$ cat src/rtl/ysyx_22040127_rr_encoder_pkg.sv
// ysyx_22040127_rr_encoder_pkg
//  Shared constants and helpers for the round-robin request encoder slice.
//  Contents:
//    RRENC_N_DEFAULT  default number of request lines
//    rrenc_idx_w()    binary index width for N lines ($clog2, never below 1)
//  The build option YSYX_22040127_RRENC_FIXED_PRIO_EN is the macro that
//  switches the encoder from round-robin to fixed lowest-index priority.
package ysyx_22040127_rr_encoder_pkg;

  localparam int RRENC_N_DEFAULT = 8;

  // Index width for n request lines. A floor of 1 keeps the index port
  // legal even for degenerate sizes.
  function automatic int rrenc_idx_w(input int n);
    return (n < 2) ? 1 : $clog2(n);
  endfunction

endpackage

$ cat src/rtl/ysyx_22040127_rr_encoder_if.sv
// ysyx_22040127_rr_encoder_if
//  Valid/ready issue channel from the encoder to its single consumer.
//  Signals:
//    out_valid   producer -> consumer  slot holds a request
//    out_ready   consumer -> producer  consumer accepts this cycle
//    out_idx     producer -> consumer  binary index of the issued request
//    out_onehot  producer -> consumer  one-hot copy of out_idx (0 when idle)
//  Modports: master (encoder side), slave (consumer side).
interface ysyx_22040127_rr_encoder_if
  import ysyx_22040127_rr_encoder_pkg::*;
#(
  parameter int N = RRENC_N_DEFAULT
);
  localparam int W = rrenc_idx_w(N);

  logic         out_valid;
  logic         out_ready;
  logic [W-1:0] out_idx;
  logic [N-1:0] out_onehot;

  modport master (
    output out_valid,
    output out_idx,
    output out_onehot,
    input  out_ready
  );

  modport slave (
    input  out_valid,
    input  out_idx,
    input  out_onehot,
    output out_ready
  );
endinterface

$ cat src/rtl/ysyx_22040127_rr_encoder_pick.sv
// ysyx_22040127_rr_pick
//  Combinational round-robin selector. Finds the first set bit of pending
//  starting at ptr and wrapping through N-1 -> 0.
//  Ports:
//    pending  in   N  candidate set
//    ptr      in   W  first index to consider
//    found    out  1  pending is non-zero
//    idx      out  W  selected index (0 when !found)
//    onehot   out  N  one-hot of idx (0 when !found)
module ysyx_22040127_rr_pick
  import ysyx_22040127_rr_encoder_pkg::*;
#(
  parameter int N = RRENC_N_DEFAULT,
  localparam int W = rrenc_idx_w(N)
) (
  input  logic [N-1:0] pending,
  input  logic [W-1:0] ptr,
  output logic         found,
  output logic [W-1:0] idx,
  output logic [N-1:0] onehot
);

  // Lower copy only keeps bits at or above ptr; the upper copy holds the
  // full set, so a plain LSB-first search over the doubled vector visits
  // ptr..N-1 first and then wraps to 0..ptr-1.
  logic [N-1:0]   at_or_above_ptr;
  logic [2*N-1:0] search_vec;

  genvar gi;
  generate
    for (gi = 0; gi < N; gi++) begin : g_keep
      assign at_or_above_ptr[gi] = (gi >= int'(ptr));
    end
  endgenerate

  assign search_vec = {pending, pending & at_or_above_ptr};

  always_comb begin
    found = 1'b0;
    idx   = '0;
    for (int i = 0; i < 2 * N; i++) begin
      if (!found && search_vec[i]) begin
        found = 1'b1;
        // Hits in the upper copy fold back onto the real index range,
        // so indices >= N never leave this block.
        idx   = (i >= N) ? W'(i - N) : W'(i);
      end
    end
  end

  assign onehot = found ? (N'(1) << idx) : '0;

endmodule

$ cat src/rtl/ysyx_22040127_rr_encoder.sv
// ysyx_22040127_rr_encoder
//  Collects request pulses on N lines into a pending set and issues them
//  one at a time, round-robin fair, over a valid/ready channel.
//  Ports:
//    clk          in   1  clock, rising edge
//    rst          in   1  asynchronous active-high reset
//    req_i        in   N  request pulses; bit k sets pending[k]
//    out_if       master modport: out_valid/out_ready/out_idx/out_onehot
//    pend_o       out  N  pending set (excludes the request in the slot)
//    merge_o      out  1  sticky: a request hit an already-pending bit
//    merge_clr_i  in   1  clears merge_o; a same-cycle set wins
//  Build option:
//    YSYX_22040127_RRENC_FIXED_PRIO_EN  defined -> lowest pending index
//    always wins (pointer removed, tied to 0). Undefined -> round-robin.
module ysyx_22040127_rr_encoder
  import ysyx_22040127_rr_encoder_pkg::*;
#(
  parameter int N = RRENC_N_DEFAULT
) (
  input  logic                             clk,
  input  logic                             rst,
  input  logic [N-1:0]                     req_i,
  ysyx_22040127_rr_encoder_if.master       out_if,
  output logic [N-1:0]                     pend_o,
  output logic                             merge_o,
  input  logic                             merge_clr_i
);

  localparam int W = rrenc_idx_w(N);

  logic [N-1:0] pending_reg;
  logic [N-1:0] pending_next;
  logic         valid_reg;
  logic [W-1:0] idx_reg;
  logic [N-1:0] onehot_reg;
  logic         merge_reg;
  logic         merge_next;

  logic [W-1:0] ptr_cur;
  logic         slot_free;
  logic         pick_found;
  logic         pick_valid;
  logic [W-1:0] pick_idx;
  logic [N-1:0] pick_onehot;
  logic [N-1:0] pick_mask;
  logic         merge_set;

  // The slot can take a new request when empty or being drained this cycle.
  assign slot_free  = !valid_reg || out_if.out_ready;
  assign pick_valid = slot_free && pick_found;
  assign pick_mask  = pick_valid ? pick_onehot : '0;

  ysyx_22040127_rr_pick #(
    .N (N)
  ) u_pick (
    .pending (pending_reg),
    .ptr     (ptr_cur),
    .found   (pick_found),
    .idx     (pick_idx),
    .onehot  (pick_onehot)
  );

`ifdef YSYX_22040127_RRENC_FIXED_PRIO_EN
  assign ptr_cur = '0;
`else
  logic [W-1:0] ptr_reg;
  logic [W-1:0] ptr_next;

  // Next search starts just after the winner, wrapping N-1 -> 0 explicitly
  // so non-power-of-two N never produces an out-of-range pointer.
  always_comb begin
    ptr_next = ptr_reg;
    if (pick_valid) begin
      ptr_next = (pick_idx == W'(N - 1)) ? '0 : pick_idx + W'(1);
    end
  end

  always_ff @(posedge clk or posedge rst) begin
    if (rst) begin
      ptr_reg <= '0;
    end else begin
      ptr_reg <= ptr_next;
    end
  end

  assign ptr_cur = ptr_reg;
`endif

  // A new pulse re-arms a line even in the cycle its previous request is
  // picked, so nothing is lost when request and issue coincide.
  assign pending_next = (pending_reg & ~pick_mask) | req_i;

  // Only hits on bits that stay pending count as merges; re-requesting the
  // line being picked or sitting in the slot queues a fresh issue instead.
  assign merge_set = |(req_i & pending_reg & ~pick_mask);

  always_comb begin
    merge_next = merge_reg;
    if (merge_set) begin
      merge_next = 1'b1;
    end else if (merge_clr_i) begin
      merge_next = 1'b0;
    end
  end

  always_ff @(posedge clk or posedge rst) begin
    if (rst) begin
      pending_reg <= '0;
      merge_reg   <= 1'b0;
    end else begin
      pending_reg <= pending_next;
      merge_reg   <= merge_next;
    end
  end

  // Output slot: load on a pick, empty when free with nothing to issue,
  // otherwise hold steady for the stalled consumer. idx deliberately keeps
  // its last value when the slot empties.
  always_ff @(posedge clk or posedge rst) begin
    if (rst) begin
      valid_reg  <= 1'b0;
      idx_reg    <= '0;
      onehot_reg <= '0;
    end else if (pick_valid) begin
      valid_reg  <= 1'b1;
      idx_reg    <= pick_idx;
      onehot_reg <= pick_onehot;
    end else if (slot_free) begin
      valid_reg  <= 1'b0;
      onehot_reg <= '0;
    end
  end

  assign out_if.out_valid  = valid_reg;
  assign out_if.out_idx    = idx_reg;
  assign out_if.out_onehot = onehot_reg;
  assign pend_o            = pending_reg;
  assign merge_o           = merge_reg;

endmodule
$ cat src/flat_wrapper.sv
// flat-port wrapper written by rule: the top's interface ports become plain ports
module ysyx_22040127_rr_encoder_flat import ysyx_22040127_rr_encoder_pkg::*;
#(
  parameter int N = RRENC_N_DEFAULT
)
  (clk, rst, req_i, pend_o, merge_o, merge_clr_i, out_if_out_valid, out_if_out_idx, out_if_out_onehot, out_if_out_ready);
  ysyx_22040127_rr_encoder_if #(.N(N)) out_if_i ();
  input  logic clk;
  input  logic rst;
  input  logic [N-1:0] req_i;
  output logic [N-1:0] pend_o;
  output logic merge_o;
  input  logic merge_clr_i;
  output wire logic [$bits(out_if_i.out_valid)-1:0] out_if_out_valid;
  output wire logic [$bits(out_if_i.out_idx)-1:0] out_if_out_idx;
  output wire logic [$bits(out_if_i.out_onehot)-1:0] out_if_out_onehot;
  input wire logic [$bits(out_if_i.out_ready)-1:0] out_if_out_ready;
  assign out_if_out_valid = out_if_i.out_valid;
  assign out_if_out_idx = out_if_i.out_idx;
  assign out_if_out_onehot = out_if_i.out_onehot;
  assign out_if_i.out_ready = out_if_out_ready;
  ysyx_22040127_rr_encoder #(.N(N)) u_core (.clk(clk), .rst(rst), .req_i(req_i), .out_if(out_if_i), .pend_o(pend_o), .merge_o(merge_o), .merge_clr_i(merge_clr_i));
endmodule
$ cat config.mk
export PLATFORM = sky130hd
export DESIGN_NAME = ysyx_22040127_rr_encoder_flat
export DESIGN_NICKNAME = d
export VERILOG_FILES = /design/src/rtl/ysyx_22040127_rr_encoder_pkg.sv /design/src/rtl/ysyx_22040127_rr_encoder_if.sv /design/src/rtl/ysyx_22040127_rr_encoder_pick.sv /design/src/rtl/ysyx_22040127_rr_encoder.sv /design/src/flat_wrapper.sv
export SDC_FILE = /design/constraint.sdc
export NUM_CORES = 1
export LEC_CHECK = 0
export CAP_MARGIN = 10
export CORE_UTILIZATION = 49
export CTS_BUF_LIST = sky130_fd_sc_hd__clkbuf_8 sky130_fd_sc_hd__clkbuf_16
export DETAILED_ROUTE_END_ITERATION = 10
export PLACE_DENSITY = 0.75
export REMOVE_ABC_BUFFERS = 1
export SLEW_MARGIN = 20
export SYNTH_ARGS = -nofsm -noshare
export SYNTH_HDL_FRONTEND = slang
export SYNTH_HIERARCHICAL = 1
export SYNTH_SLANG_ARGS = --single-unit
$ cat constraint.sdc
create_clock -name clk -period 2.6 [get_ports clk]
set_input_delay 0.65 -clock clk [delete_from_list [all_inputs] [get_ports clk]]
set_output_delay 0.65 -clock clk [all_outputs]
set_load 0.02 [all_outputs]
==> metrics.md <==
| Metric | Value |
|---|---|
| Clk root buf | `clkbuf_8` |
| Via density | `between 5 and 6` |
| Clock latency on the worst-skew pair | `~0.26 ns` |
| TNS Setup | `0 ns` |
| Max H-tree Level | `1` |
| Area leader, netlist | `dfrtp_1` |
| Sequential cell area | `approximately 600 sq um` |
| Pin count of the biggest net entering global routing | `25` |
| Worst-Margin Slew | `between 0.4 and 0.5 ns` |
| Clock share of power | `roughly 17%` |
| Top Ports | `33` |
| MaxCap Viol Count | `0` |
| CTS Buf Count | `3` |
| Hold wc startpoint | `u_core/out_if.out_idx[0]` |
| Pint | `0.00109 W` |
| Hold_buf cts | `0` |
| Worst setup SP type | `flip-flop` |
| R2R cell count | `9` |
| Post-synthesis area per instance | `8.65 sq um` |
| Cts repair resizes | `0` |
| Sequential area share after synthesis | `a little over two fifths` |
| Hold-critical path depth | `2` |
| Clock sinks | `24` |
| Multi-input gate area | `approximately 750 sq um` |
| Max-slew violations | `0` |
| WHS Endpoint | `u_core/out_if.out_idx[0]` |
| Drt wl/cell | `about 16 um` |
| Buffer levels on the longest clock path | `2` |
| Synth Area in Adders | `around 1.8%` |
| Final Wtd Congestion | `~0.91` |
| XOR/XNOR Fraction of Synth Area | `0%` |
| Die ar. | `slightly above 3000 sq um` |
| Initial Utilization | `51.3%` |
| Synth-to-Final Area Change | `28.7%` |
| Min Tclk post-route | `between 2 and 2.5 ns` |
| Mapped Cells | `around 160` |
| Post-synthesis register bit count | `24` |
| Max VDD drop | `a little under 0.7 mV` |
| Netlist area before placement | `1400 sq um` |
| Final wirelength | `3510 um` |
| Yosys cell types | `44` |
| Share of layout cells above drive strength 1 | `a little under 8%` |
| First-pass GRT wire length | `approximately 6000 um` |
| Maximum fanout along the worst path | `10` |
| Critical Path Sink Type | `flip-flop` |
| Reg2reg setup slack | `about 0.34 ns` |
| Reg2reg start | `u_core/pend_o[2]` |
| CP required | `around 2.8 ns` |
| Core area | `2730 sq um` |
| Peak Freq | `around 440 MHz` |
| RR Endpoint | `u_core/ptr_cur[2]` |
| Ant diodes | `0` |
| Tot Pwr | `approximately 0.0019 W` |
| HP Class | `flip-flop to flip-flop` |
| CTS tree | `done` |
| Vias in the first global route | `about 1200` |
| Slew headroom | `just under 70%` |
| Sw Ratio | `about 41%` |
| Die Ht | `approximately 55 um` |
| Unrepaired setup endpoints after global routing | `no` |
| Final setup skew | `just under 0.007 ns` |
| Drt first-iter violations | `67` |
| Final core occ | `approximately 66%` |
| # port buffers | `32` |
| Initial antenna violation count | `0` |
| Ys async rst share | `100%` |
| Main combinational cell family by area after synthesis | `simple AND/OR/NAND/NOR gates` |
| Share of the synthesized area in the top cell type | `a little over two fifths` |
| Fillcell total | `235` |
| Area contributors post-synth | `dfrtp_1 (43%), nand2_1 (13%), a21o_1 (4.3%)` |
| Initial DRT Pass Iterations | `4` |
| Prevailing post-synth register cell | `dfrtp_1` |
| Status | `complete, no violations` |
| Sequential share of power | `between 30 and 40%` |
| Comb pwr share | `48.4%` |
| Antenna-violating nets left | `0` |
| Fin nets | `between 200 and 250` |
| Simple-Gate Fraction of Synth Area | `between 30% and 40%` |
| EDFF count, synth | `0` |
| Total global routing overflow | `0` |
| Static Leak | `0.787 nW` |
| Clock transition at path regs | `0.09 ns` |
| Vias | `1332` |
| Critical path class | `flip-flop to flip-flop` |
| Pwr/cell area | `roughly 1000 nW/um^2` |
| Final period util | `between 80 and 90%` |
| CP arrival | `between 2 and 2.5 ns` |
| Final Hold Fails | `0` |
| DPL Wire Length | `about 2600 um` |
| Final setup viols | `0` |
| Die width | `between 50 and 60 um` |
| Residual DRC | `0` |
| Yosys warning total | `6` |
| Rows | `19` |
| Mux cell area share after synthesis | `0%` |
| Setup bufs post-CTS | `0` |
| NetSw | `~0.00077 W` |
| All-Layer GR Usage | `between 20% and 30%` |
| Compound-Gate Fraction of Synth Area | `about a fifth` |
==> worst max-delay path: stages, from the launching register on <==
cell,delay (ns)
dfrtp_1,0.54
nand2b_1,0.15
a311oi_1,0.12
or3_1,0.38
o22ai_2,0.23
inv_2,0.10
ha_1,0.22
ha_1,0.29
nand2_1,0.07
nand2_1,0.05
==> state kept, by name, indices dropped and copies added, names as in the netlist <==
| name | flops |
|---|---|
| u_core/merge_o | 1 |
| u_core/out_if.out_idx | 3 |
| u_core/out_if.out_onehot | 8 |
| u_core/out_if.out_valid | 1 |
| u_core/pend_o | 8 |
| u_core/ptr_cur | 3 |
==> layout make-up <==
| type | instances | area share (%) |
|---|---|---|
| Clock buffer | 3 | 2.29 |
| Sequential cell | 24 | 33.3 |
| Tap cell | 31 | 2.15 |
| Timing Repair Buffer | 33 | 18.2 |
| Multi-Input combinational cell | 128 | 41.4 |
| Clock inverter | 1 | 1.67 |
| Inverter | 5 | 1.04 |
==> power by group through the flow <==
stage	combinational (W)	clock, W	sequential [W]
2_1_floorplan	0.000489	0	0.000704
3_3_place_gp	0.000891	0	0.000639
3_5_place_dp	0.000888	0	0.000641
4_1_cts	0.000898	0.000330	0.000635
5_1_grt	0.000981	0.000345	0.000659
6_report	0.000900	0.000323	0.000636
==> cells by family after synthesis <==
group / after synthesis
flip-flops: 24
AND/OR/NAND/NOR: 88
adder cells (fa/ha/maj): 2
buffers and inverters: 10
AO/OA/AOI/OAI: 38
==> layer usage <==
layer	routed length, um	track usage [%]	vias up
met5	0	0	-
met4	37	7.86	0
met3	217	3.51	4
met2	1690	38.6	54
met1	1570	35.9	639
li1	-	-	635
==> per-stage QoR <==
step | cell area (sq um) | hold WS, ns | setup slack [ns] | cells
floorplan | 1370 | 0.563 | 0.516 | 157
global placement | 1730 | 0.459 | 0.317 | 221
CTS | 1800 | 0.494 | 0.346 | 225
finish | 1800 | 0.487 | 0.336 | 225
detailed placement | 1730 | 0.462 | 0.358 | 221
global route | 1800 | 0.512 | 0.170 | 225
==> worst max path at each step <==
| stage | cells after the start | slack, ns | endpoint | from |
|---|---|---|---|---|
| 6_report | 9 | 0.34 | u_core/ptr_cur[2] | u_core/pend_o[2] |
| 5_1_grt | 7 | 0.17 | u_core/merge_o | u_core/pend_o[2] |
| 4_1_cts | 7 | 0.35 | u_core/merge_o | u_core/pend_o[2] |
| 3_5_place_dp | 5 | 0.36 | u_core/pend_o[3] | out_if_out_ready |
| 3_3_place_gp | 7 | 0.32 | u_core/merge_o | u_core/pend_o[2] |
| 2_1_floorplan | 9 | 0.52 | u_core/ptr_cur[2] | u_core/pend_o[2] |
==> cell usage in the layout, fill, tap and decap left out, types with 2 or more instances in the layout <==
cell / synthesis / layout
nand2_1: 47 / 47
clkdlybuf4s50_1: 0 / 32
dfrtp_1: 24 / 24
nor2_1: 9 / 9
a21o_1: 8 / 8
a31oi_1: 7 / 7
nand3_1: 6 / 6
inv_1: 4 / 4
nand2b_1: 4 / 4
o21ai_0: 4 / 4
clkbuf_8: 0 / 3
a21oi_1: 3 / 3
and2_1: 2 / 2
o31ai_1: 2 / 2
nor2b_1: 2 / 2
a311oi_1: 2 / 2
ha_1: 2 / 2
nor4_1: 2 / 2
o21a_1: 2 / 2
nor3_1: 2 / 2
a221oi_1: 2 / 2
and3_1: 2 / 2
==> synth_stat cells (all sizes together) (2+ instances only) <==
library cell	instances
a21o	8
a21oi	3
a221oi	3
a311oi	2
a31oi	8
and2	3
and3	2
buf	4
dfrtp	24
ha	2
inv	5
nand2	47
nand2b	5
nand3	7
nor2	9
nor2b	2
nor3	2
nor3b	2
nor4	2
o21a	2
o21ai	4
o31ai	2
or2	2
No activity file was read; power rests on OpenSTA's default activity.
